**src/rtl/ru_pkg.sv**
```systemverilog
// rtl/ru_pkg.sv - shared types, defaults and helpers for the recompute unit engine
package ru_pkg;

    // Engine FSM encoding; the top maps these onto plain 2-bit state constants.
    typedef enum logic [1:0] {
        IDLE  = 2'd0,
        ISSUE = 2'd1,
        WAIT  = 2'd2,
        DONE  = 2'd3
    } ru_state_e;

    localparam int RU_DATA_W = 8;
    localparam int RU_K      = 4;
    // Full-precision product plus log2(K) growth plus one spare bit: cannot overflow.
    localparam int RU_ACC_W  = 2 * RU_DATA_W + $clog2(RU_K) + 1;

    // Index width for a dimension of size n; never narrower than one bit.
    function automatic int ru_clog2_min1(input int n);
        return ($clog2(n) < 1) ? 1 : $clog2(n);
    endfunction

endpackage

```
**src/rtl/ru_mac.sv**
```systemverilog
// rtl/ru_mac.sv - signed multiply-accumulate register with clear and enable
module ru_mac #(
    parameter int DATA_W = 8,
    parameter int ACC_W  = 19
) (
    input  logic                     clk,
    input  logic                     rst,
    input  logic                     clr,
    input  logic                     en,
    input  logic signed [DATA_W-1:0] a,
    input  logic signed [DATA_W-1:0] b,
    output logic signed [ACC_W-1:0]  acc
);

    logic signed [2*DATA_W-1:0] prod;
    logic signed [ACC_W-1:0]    prod_ext;

    assign prod     = a * b;
    assign prod_ext = {{(ACC_W - 2*DATA_W){prod[2*DATA_W-1]}}, prod};

    // Accumulator: clear wins over enable so a new command always starts from zero.
    always_ff @(posedge clk or negedge rst) begin
        if (!rst) begin
            acc <= '0;
        end else if (clr) begin
            acc <= '0;
        end else if (en) begin
            acc <= acc + prod_ext;
        end
    end

endmodule

```
**src/rtl/recompute_unit_engine.sv**
```systemverilog
// rtl/recompute_unit_engine.sv - recomputes one faulty systolic-array output element per command
// Optional build macro RU_RANGE_CHECK_EN adds res_err and an out-of-range command bypass.
module recompute_unit_engine
    import ru_pkg::*;
#(
    parameter int ROWS   = 4,
    parameter int COLS   = 4,
    parameter int K      = RU_K,
    parameter int DATA_W = RU_DATA_W,
    parameter int RW     = ru_clog2_min1(ROWS),
    parameter int CW     = ru_clog2_min1(COLS),
    parameter int KW     = ru_clog2_min1(K),
    parameter int ACC_W  = 2 * DATA_W + $clog2(K) + 1
) (
    input  logic                     clk,
    input  logic                     rst,
    input  logic                     cmd_valid,
    output logic                     cmd_ready,
    input  logic [RW-1:0]            cmd_row,
    input  logic [CW-1:0]            cmd_col,
    output logic                     op_req_valid,
    input  logic                     op_req_ready,
    output logic [RW-1:0]            op_req_row,
    output logic [CW-1:0]            op_req_col,
    output logic [KW-1:0]            op_req_k,
    input  logic                     op_rsp_valid,
    input  logic signed [DATA_W-1:0] op_rsp_data,
    input  logic signed [DATA_W-1:0] op_rsp_weight,
    output logic                     res_valid,
    input  logic                     res_ready,
    output logic [RW-1:0]            res_row,
    output logic [CW-1:0]            res_col,
    output logic signed [ACC_W-1:0]  res_value,
    output logic                     busy,
    output logic                     err_rsp
`ifdef RU_RANGE_CHECK_EN
    ,
    output logic                     res_err
`endif
);

    localparam logic [1:0] ST_IDLE  = IDLE;
    localparam logic [1:0] ST_ISSUE = ISSUE;
    localparam logic [1:0] ST_WAIT  = WAIT;
    localparam logic [1:0] ST_DONE  = DONE;
    localparam logic [KW-1:0] K_LAST = KW'(K - 1);

    logic [1:0]    state;
    logic [RW-1:0] row_q;
    logic [CW-1:0] col_q;
    logic [KW-1:0] k_q;
    logic          err_q;
    logic          cmd_fire;
    logic          rsp_fire;
    logic          cmd_bad;

    assign cmd_fire = (state == ST_IDLE) && cmd_valid;
    assign rsp_fire = (state == ST_WAIT) && op_rsp_valid;

`ifdef RU_RANGE_CHECK_EN
    logic res_err_q;

    assign cmd_bad = (int'(cmd_row) >= ROWS) || (int'(cmd_col) >= COLS);
    assign res_err = res_err_q;

    // Error tag for the pending result, captured with the command.
    always_ff @(posedge clk or negedge rst) begin
        if (!rst) begin
            res_err_q <= 1'b0;
        end else if (cmd_fire) begin
            res_err_q <= cmd_bad;
        end
    end
`else
    assign cmd_bad = 1'b0;
`endif

    // Handshake-side outputs are pure state decodes or registers.
    assign cmd_ready    = (state == ST_IDLE);
    assign op_req_valid = (state == ST_ISSUE);
    assign res_valid    = (state == ST_DONE);
    assign busy         = (state != ST_IDLE);
    assign op_req_row   = row_q;
    assign op_req_col   = col_q;
    assign op_req_k     = k_q;
    assign res_row      = row_q;
    assign res_col      = col_q;
    assign err_rsp      = err_q;

    ru_mac #(
        .DATA_W(DATA_W),
        .ACC_W (ACC_W)
    ) u_mac (
        .clk(clk),
        .rst(rst),
        .clr(cmd_fire),
        .en (rsp_fire),
        .a  (op_rsp_data),
        .b  (op_rsp_weight),
        .acc(res_value)
    );

    // Command FSM: one request outstanding, k advances only on an accepted response.
    always_ff @(posedge clk or negedge rst) begin
        if (!rst) begin
            state <= ST_IDLE;
            row_q <= '0;
            col_q <= '0;
            k_q   <= '0;
        end else begin
            case (state)
                ST_IDLE: begin
                    if (cmd_valid) begin
                        row_q <= cmd_row;
                        col_q <= cmd_col;
                        k_q   <= '0;
                        state <= cmd_bad ? ST_DONE : ST_ISSUE;
                    end
                end
                ST_ISSUE: begin
                    if (op_req_ready) begin
                        state <= ST_WAIT;
                    end
                end
                ST_WAIT: begin
                    if (op_rsp_valid) begin
                        if (k_q == K_LAST) begin
                            state <= ST_DONE;
                        end else begin
                            k_q   <= k_q + KW'(1);
                            state <= ST_ISSUE;
                        end
                    end
                end
                default: begin
                    if (res_ready) begin
                        state <= ST_IDLE;
                    end
                end
            endcase
        end
    end

    // Sticky flag for any response that arrives when none is expected.
    always_ff @(posedge clk or negedge rst) begin
        if (!rst) begin
            err_q <= 1'b0;
        end else if (op_rsp_valid && (state != ST_WAIT)) begin
            err_q <= 1'b1;
        end
    end

endmodule

```
**config.mk**
```make
export PLATFORM = sky130hd
export DESIGN_NAME = recompute_unit_engine
export DESIGN_NICKNAME = d
export VERILOG_FILES = /design/src/rtl/ru_pkg.sv /design/src/rtl/ru_mac.sv /design/src/rtl/recompute_unit_engine.sv
export SDC_FILE = /design/constraint.sdc
export NUM_CORES = 1
export LEC_CHECK = 0
export CORE_UTILIZATION = 30
export CTS_BUF_LIST = sky130_fd_sc_hd__clkbuf_2
export CTS_CLUSTER_SIZE = 16
export DETAILED_ROUTE_END_ITERATION = 10
export RECOVER_POWER = 100
export SYNTH_ARGS = -nofsm -noshare
export SYNTH_HDL_FRONTEND = slang
export SYNTH_SLANG_ARGS = --single-unit
export TNS_END_PERCENT = 1
```
**constraint.sdc**
```tcl
create_clock -name clk -period 4.4 [get_ports clk]
set_input_delay 0.88 -clock clk [delete_from_list [all_inputs] [get_ports clk]]
set_output_delay 0.88 -clock clk [all_outputs]
set_load 0.05 [all_outputs]
```
# == Yosys cells after proc, flatten, opt, wreduce, memory -nomap -nowiden ==
# Index checks and enable logic that the tools add are counted.
# totals
input_bits,26
latch_bits,0
mem_count,0
out_inout_bits,34
romBits,0
mem_bits_rw,0
regBits,28
elab_cells,41
# classes
magnitude_cmp,0
shift,0
muxes,12
addsub,2
bitwise_logic,0
div_mod_pow,0
reduce_logical,11
mul,1
eq_ne,9
# ops
cell,n
19-bit 2-to-1 mux,2
19-bit by 16-bit adder with 19-bit output,1
8-bit by 8-bit multiplier with 16-bit output,1
2-bit 2-to-1 mux,8
2-bit != test (second input constant),4
4-bit AND reduction,2
2-bit == test (second input constant),3
2-bit case mux with 3 select lines,1
2-bit nonzero test,3
2-bit case mux with 2 select lines,1
4-bit nonzero test,1
1-bit logical AND,3
2-bit by 1-bit adder with 2-bit output (second input constant),1
2-bit by 1-bit == test with 1-bit output (second input constant),1
2-bit zero test,1
2-bit by 1-bit != test with 1-bit output (second input constant),1
2-bit AND reduction,1

# == Longest topological paths before layout ==
# Gate-level depths: netlist (run 1).
# logic_depth
ltp_word,4
depth_mapped,18
mapped_depth_nobuf,17

# == Cells and area by module ==
# A second synthesis (run 1) with hierarchy kept.
# hier_totals
hier_cells,469
area_unflattened_um2,4727.0
# by_module_without_submodules
mod,area_per_inst_um2,seq_area_each_um2,cells_each,n_inst
ru_mac,4217.8,475.5,424,1
recompute_unit_engine,509.2,225.2,45,1

# == Worst setup path before layout (run 1) ==
# OpenSTA, ideal clock, no wires.
# synth_path
path_kind,input to register
from,input port op_rsp_weight[0]
to,register u_mac.acc[16]
setup_time_ns,0.126
setup_slack_ns,-0.942
required_ns,4.274
stages,15
t_arrival_ns,5.217
n_path_buf,0
cell_sequence,and2_1 inv_1 fa_1 inv_1 fa_1 fa_1 fa_1 fa_1 ha_1 o211ai_1 o21ai_2 o21ai_2 nand2_1 a311oi_1 o31ai_1
# synth_between
elab_chain_len,4
# synth_rtl
item,line,source
start: declaration,recompute_unit_engine.sv:28,"input logic signed [DATA_W-1:0] op_rsp_weight,"
8-bit by 8-bit multiplier with 16-bit output,ru_mac.sv:18,assign prod = a * b;
19-bit by 16-bit adder with 19-bit output,ru_mac.sv:28,acc <= acc + prod_ext;
19-bit 2-to-1 mux,ru_mac.sv:27,end else if (en) begin
19-bit 2-to-1 mux,ru_mac.sv:25,end else if (clr) begin
end signal: assignment,ru_mac.sv:28,
end: declaration,ru_mac.sv:12,output logic signed [ACC_W-1:0] acc
# No other way between the ends. The select of a mux whose other input is x is not followed.
# A chain may end at the register's enable or synchronous reset.

# == Worst setup path in the final report (run 1) ==
# Same ends and word-level chain as after synthesis.

==> flow_results.xml, run 1 <==
<?xml version="1.0" encoding="UTF-8"?>
<metrics>
  <group name="run_status">
    <metric name="outcome" unit="">complete, but fails checks</metric>
    <metric name="failed_checks" unit="">DRC, capacitance limit, slew limit, setup timing</metric>
  </group>
  <group name="global_routing">
    <metric name="grt_overflow_total" unit="">0</metric>
    <metric name="first_global_vias" unit="">4003</metric>
    <metric name="grt_use_total" unit="">0.152</metric>
    <metric name="grt_antenna_before_repair" unit="">0</metric>
    <metric name="grt_first_pass_wirelength" unit="um">19300</metric>
    <metric name="pin_count_of_the_biggest_net_entering_global_routing" unit="">29</metric>
  </group>
  <group name="synth">
    <metric name="mappedNetlistArea" unit="sq um">4570</metric>
    <metric name="yosysUniqueCellTypes" unit="">42</metric>
    <metric name="async_flop_share" unit="">1.00</metric>
    <metric name="synth-edff-count" unit="">0</metric>
    <metric name="avgSynthCellArea" unit="sq um">9.93</metric>
    <metric name="ys.flop_type" unit="">sky130_fd_sc_hd__dfrtp_1</metric>
    <metric name="ys_seq_area_frac" unit="">0.153</metric>
    <metric name="syn-instance-count" unit="">460</metric>
    <metric name="synthesized_net_count" unit="">615</metric>
    <metric name="netlist.top_cell.by_area" unit="">sky130_fd_sc_hd__fa_1</metric>
    <metric name="synth_most_common_cell" unit="">sky130_fd_sc_hd__inv_1</metric>
    <metric name="yosys_warnings" unit="">0</metric>
    <metric name="post-synth-top-area-fraction" unit="">0.368</metric>
    <metric name="post_synth_main_area_contributors" unit="">sky130_fd_sc_hd__fa_1, sky130_fd_sc_hd__dfrtp_1, sky130_fd_sc_hd__ha_1</metric>
    <metric name="synth.ff_latch_count" unit="">28</metric>
    <metric name="yosys-top-cells-count" unit="">sky130_fd_sc_hd__inv_1, sky130_fd_sc_hd__fa_1, sky130_fd_sc_hd__nand2_1</metric>
  </group>
  <group name="die">
    <metric name="initial_core_utilization" unit="">0.311</metric>
    <metric name="die_area" unit="sq um">15700</metric>
    <metric name="chipWidth" unit="um">125</metric>
    <metric name="die-height" unit="um">125</metric>
    <metric name="ioPinCount" unit="">60</metric>
    <metric name="floorplan.core_area" unit="sq um">14700</metric>
    <metric name="num_rows" unit="">44</metric>
  </group>
  <group name="critical_path">
    <metric name="crit_path_cell_trace" unit="">buf_8 -&gt; and2_4 -&gt; inv_2 -&gt; fa_1 -&gt; inv_1 -&gt; fa_1 -&gt; fa_1 -&gt; fa_1 -&gt; fa_1 -&gt; ha_4 -&gt; o211ai_1 -&gt; o21ai_2 -&gt; o21ai_2 -&gt; nand2_2 -&gt; a311oi_2 -&gt; o31ai_1</metric>
    <metric name="critPathCaptureType" unit="">register</metric>
    <metric name="critPathLaunchType" unit="">input port</metric>
    <metric name="path_class" unit="">in2reg</metric>
    <metric name="critical_path_data_required_time" unit="ns">4.70</metric>
    <metric name="critical_path.max_fanout" unit="">4</metric>
    <metric name="cp.arrival" unit="ns">4.95</metric>
    <metric name="timing.critical_path.slowest_cell_delay" unit="ns">0.54</metric>
    <metric name="cpMaxStageDelayCell" unit="">sky130_fd_sc_hd__fa_1</metric>
    <metric name="cp_common_cell" unit="">sky130_fd_sc_hd__fa_1</metric>
  </group>
  <group name="clock_network">
    <metric name="clock-root-buffer" unit="">sky130_fd_sc_hd__clkbuf_2</metric>
    <metric name="tritoncts.num_buffers" unit="">3</metric>
    <metric name="clock_latency" unit="ns">0.39</metric>
    <metric name="ctsLongestPathBuffers" unit="">2</metric>
    <metric name="postCtsHoldBufs" unit="">0</metric>
    <metric name="clkSlewWorstSetupHoldPaths" unit="ns">0.29</metric>
    <metric name="cts-htree-levels" unit="">1</metric>
    <metric name="cts.sinks" unit="">28</metric>
    <metric name="tritoncts" unit="">yes</metric>
  </group>
  <group name="routing">
    <metric name="wire_per_inst" unit="um">14.2</metric>
    <metric name="detail_route.vias_per_cell" unit="">4.61</metric>
    <metric name="remaining_drc_errors" unit="">5</metric>
    <metric name="via_count" unit="">3469</metric>
    <metric name="drtPass1Iterations" unit="">7</metric>
    <metric name="initialDrtViolationCount" unit="">152</metric>
    <metric name="route.antenna.remaining_nets" unit="">0</metric>
    <metric name="wl" unit="um">10700</metric>
  </group>
  <group name="sta">
    <metric name="timing.final.crit_share" unit="">1.06</metric>
    <metric name="timing.max_slew.rel_slack" unit="">-0.309</metric>
    <metric name="grt_setup_unrepaired" unit="">true</metric>
    <metric name="achievable_frequency" unit="GHz">0.215</metric>
    <metric name="max_slew_violation_count" unit="">53</metric>
    <metric name="period_needed" unit="ns">4.65</metric>
    <metric name="whs" unit="ns">0.495</metric>
    <metric name="fin_ws" unit="ns">-0.249</metric>
    <metric name="report.final.setup_viol" unit="">9</metric>
    <metric name="final.setup_skew" unit="ns">0.0230</metric>
    <metric name="tightestPinTransition" unit="ns">1.96</metric>
    <metric name="finalHoldViolCount" unit="">0</metric>
  </group>
  <group name="placed_design">
    <metric name="detailed_place_hpwl" unit="um">9130</metric>
    <metric name="placed_cells_incl_taps" unit="">747</metric>
    <metric name="place_congestion" unit="">0.823</metric>
    <metric name="portBuffers" unit="">59</metric>
  </group>
  <group name="min_path">
    <metric name="holdCritPathClass" unit="">reg2reg</metric>
  </group>
  <group name="layout">
    <metric name="nets" unit="">726</metric>
    <metric name="antenna_cells_inserted" unit="">0</metric>
    <metric name="fin_cells" unit="">753</metric>
    <metric name="multiInputGateArea" unit="sq um">3650</metric>
    <metric name="fillCellCount" unit="">1424</metric>
    <metric name="final_layout_size_suffix_gt1_frac" unit="">0.223</metric>
    <metric name="finalCoreUtilization" unit="">0.406</metric>
    <metric name="syn_to_final_growth" unit="%">30.5</metric>
    <metric name="register_area" unit="sq um">701</metric>
  </group>
  <group name="run">
    <metric name="max_cap_check_violation_count" unit="">2</metric>
  </group>
</metrics>
## per-layer routing
layer,GRT usage,wire (um),vias up
met2,0.266,5400,69
met4,0.0301,104,0
li1,-,-,1643
met5,0,0,-
met1,0.206,4900,1747
met3,0.0120,319,10
## stage by stage
step                worst slack (ns)  setup TNS [ns]  instance area, sq um
global route                  -0.385           -2.79                  5960
finish                        -0.249           -1.40                  5960
detailed placement             -1.25          -14.42                  5780
CTS                           -0.309           -1.58                  5920
global placement               -1.20          -13.75                  5780
floorplan                     -0.400           -3.22                  4600
## sequential cells by signal (all words and copies together), names as in the netlist
signal,count
u_mac.acc,19
state,2
op_req_k,2
op_req_col,2
err_rsp,1
op_req_row,2
## cells by family after synthesis
group | Yosys count | synth area share
adders and majority gates | 129 | 0.491
buffers and inverters | 110 | 0.0950
and+or+nand+nor | 106 | 0.114
AOI/OAI and AO/OA | 62 | 0.0956
DFF | 28 | 0.153
xor gates and xnor gates | 19 | 0.0364
muxes | 6 | 0.0142
## cell usage in the layout (no fill, tap or decap), drive strengths merged, types with 2 or more instances in the layout
master,netlist,final
buf,8,67
a311oi,2,2
nand3,2,2
a211oi,2,2
a21o,7,7
o211ai,2,2
a31oi,4,4
nand2,47,47
clkbuf,3,9
nor2,12,12
inv,98,98
mux2,4,4
o21ai,20,20
nor3,3,3
nand2b,3,3
xor2,7,7
dfrtp,28,28
dlygate4sd3,0,37
clkdlybuf4s50,0,6
ha,45,45
o21a,2,2
a22o,9,9
mux2i,2,2
and2,34,34
xnor2,12,12
a21oi,10,10
fa,84,84
nor2b,2,2
nor3b,2,2
## path summary, 6_finish.rpt
check	start	depth (start not counted)	slack [ns]	to
worst min-delay path	err_rsp$_DFFE_PN0P_	1	0.49	err_rsp$_DFFE_PN0P_
worst min register to register	err_rsp$_DFFE_PN0P_	1	0.49	err_rsp$_DFFE_PN0P_
min in group asynchronous	rst	2	1.40	op_req_row[0]$_DFFE_PN0P_
max in group asynchronous	rst	2	2.04	u_mac.acc[5]$_DFFE_PN0P_
worst max register to register	u_mac.acc[4]$_DFFE_PN0P_	17	0.05	u_mac.acc[16]$_DFFE_PN0P_
worst max-delay path	op_rsp_weight[0]	16	-0.25	u_mac.acc[16]$_DFFE_PN0P_
## area by class of cell
class | count | area share
multi-input cells | 322 | 0.612
repair buffers | 117 | 0.166
flip-flops and latches | 28 | 0.117
inverters | 99 | 0.0632
well taps | 184 | 0.0386
clock buffers | 3 | 0.00252
## critical path: cells and delay by family
kind / cells / cell delay (ns)
compound gates: 5 / 0.85
fa+ha+maj: 6 / 2.74
buf+inv: 3 / 0.19
simple gates: 2 / 0.29
## repair_timing
item / CTS / global route
setup buffers: 3 / 0
pin swaps: 27 / 14
endpoints found under the setup margin: 13 / 11
resized for setup: 98 / 12
Power of run 1 is left out: the tool's default activity adds up to more than one toggle a clock period on the data nets, which glitch-free logic cannot reach.
==> run 2, diff against run 1 <==
HOLD_SLACK_MARGIN = 0.1   (was unset)
==> results of run 2 <==
The final DEF is identical to that of run 1; final timing and power are the same.
Power of run 2 is left out for the same reason.
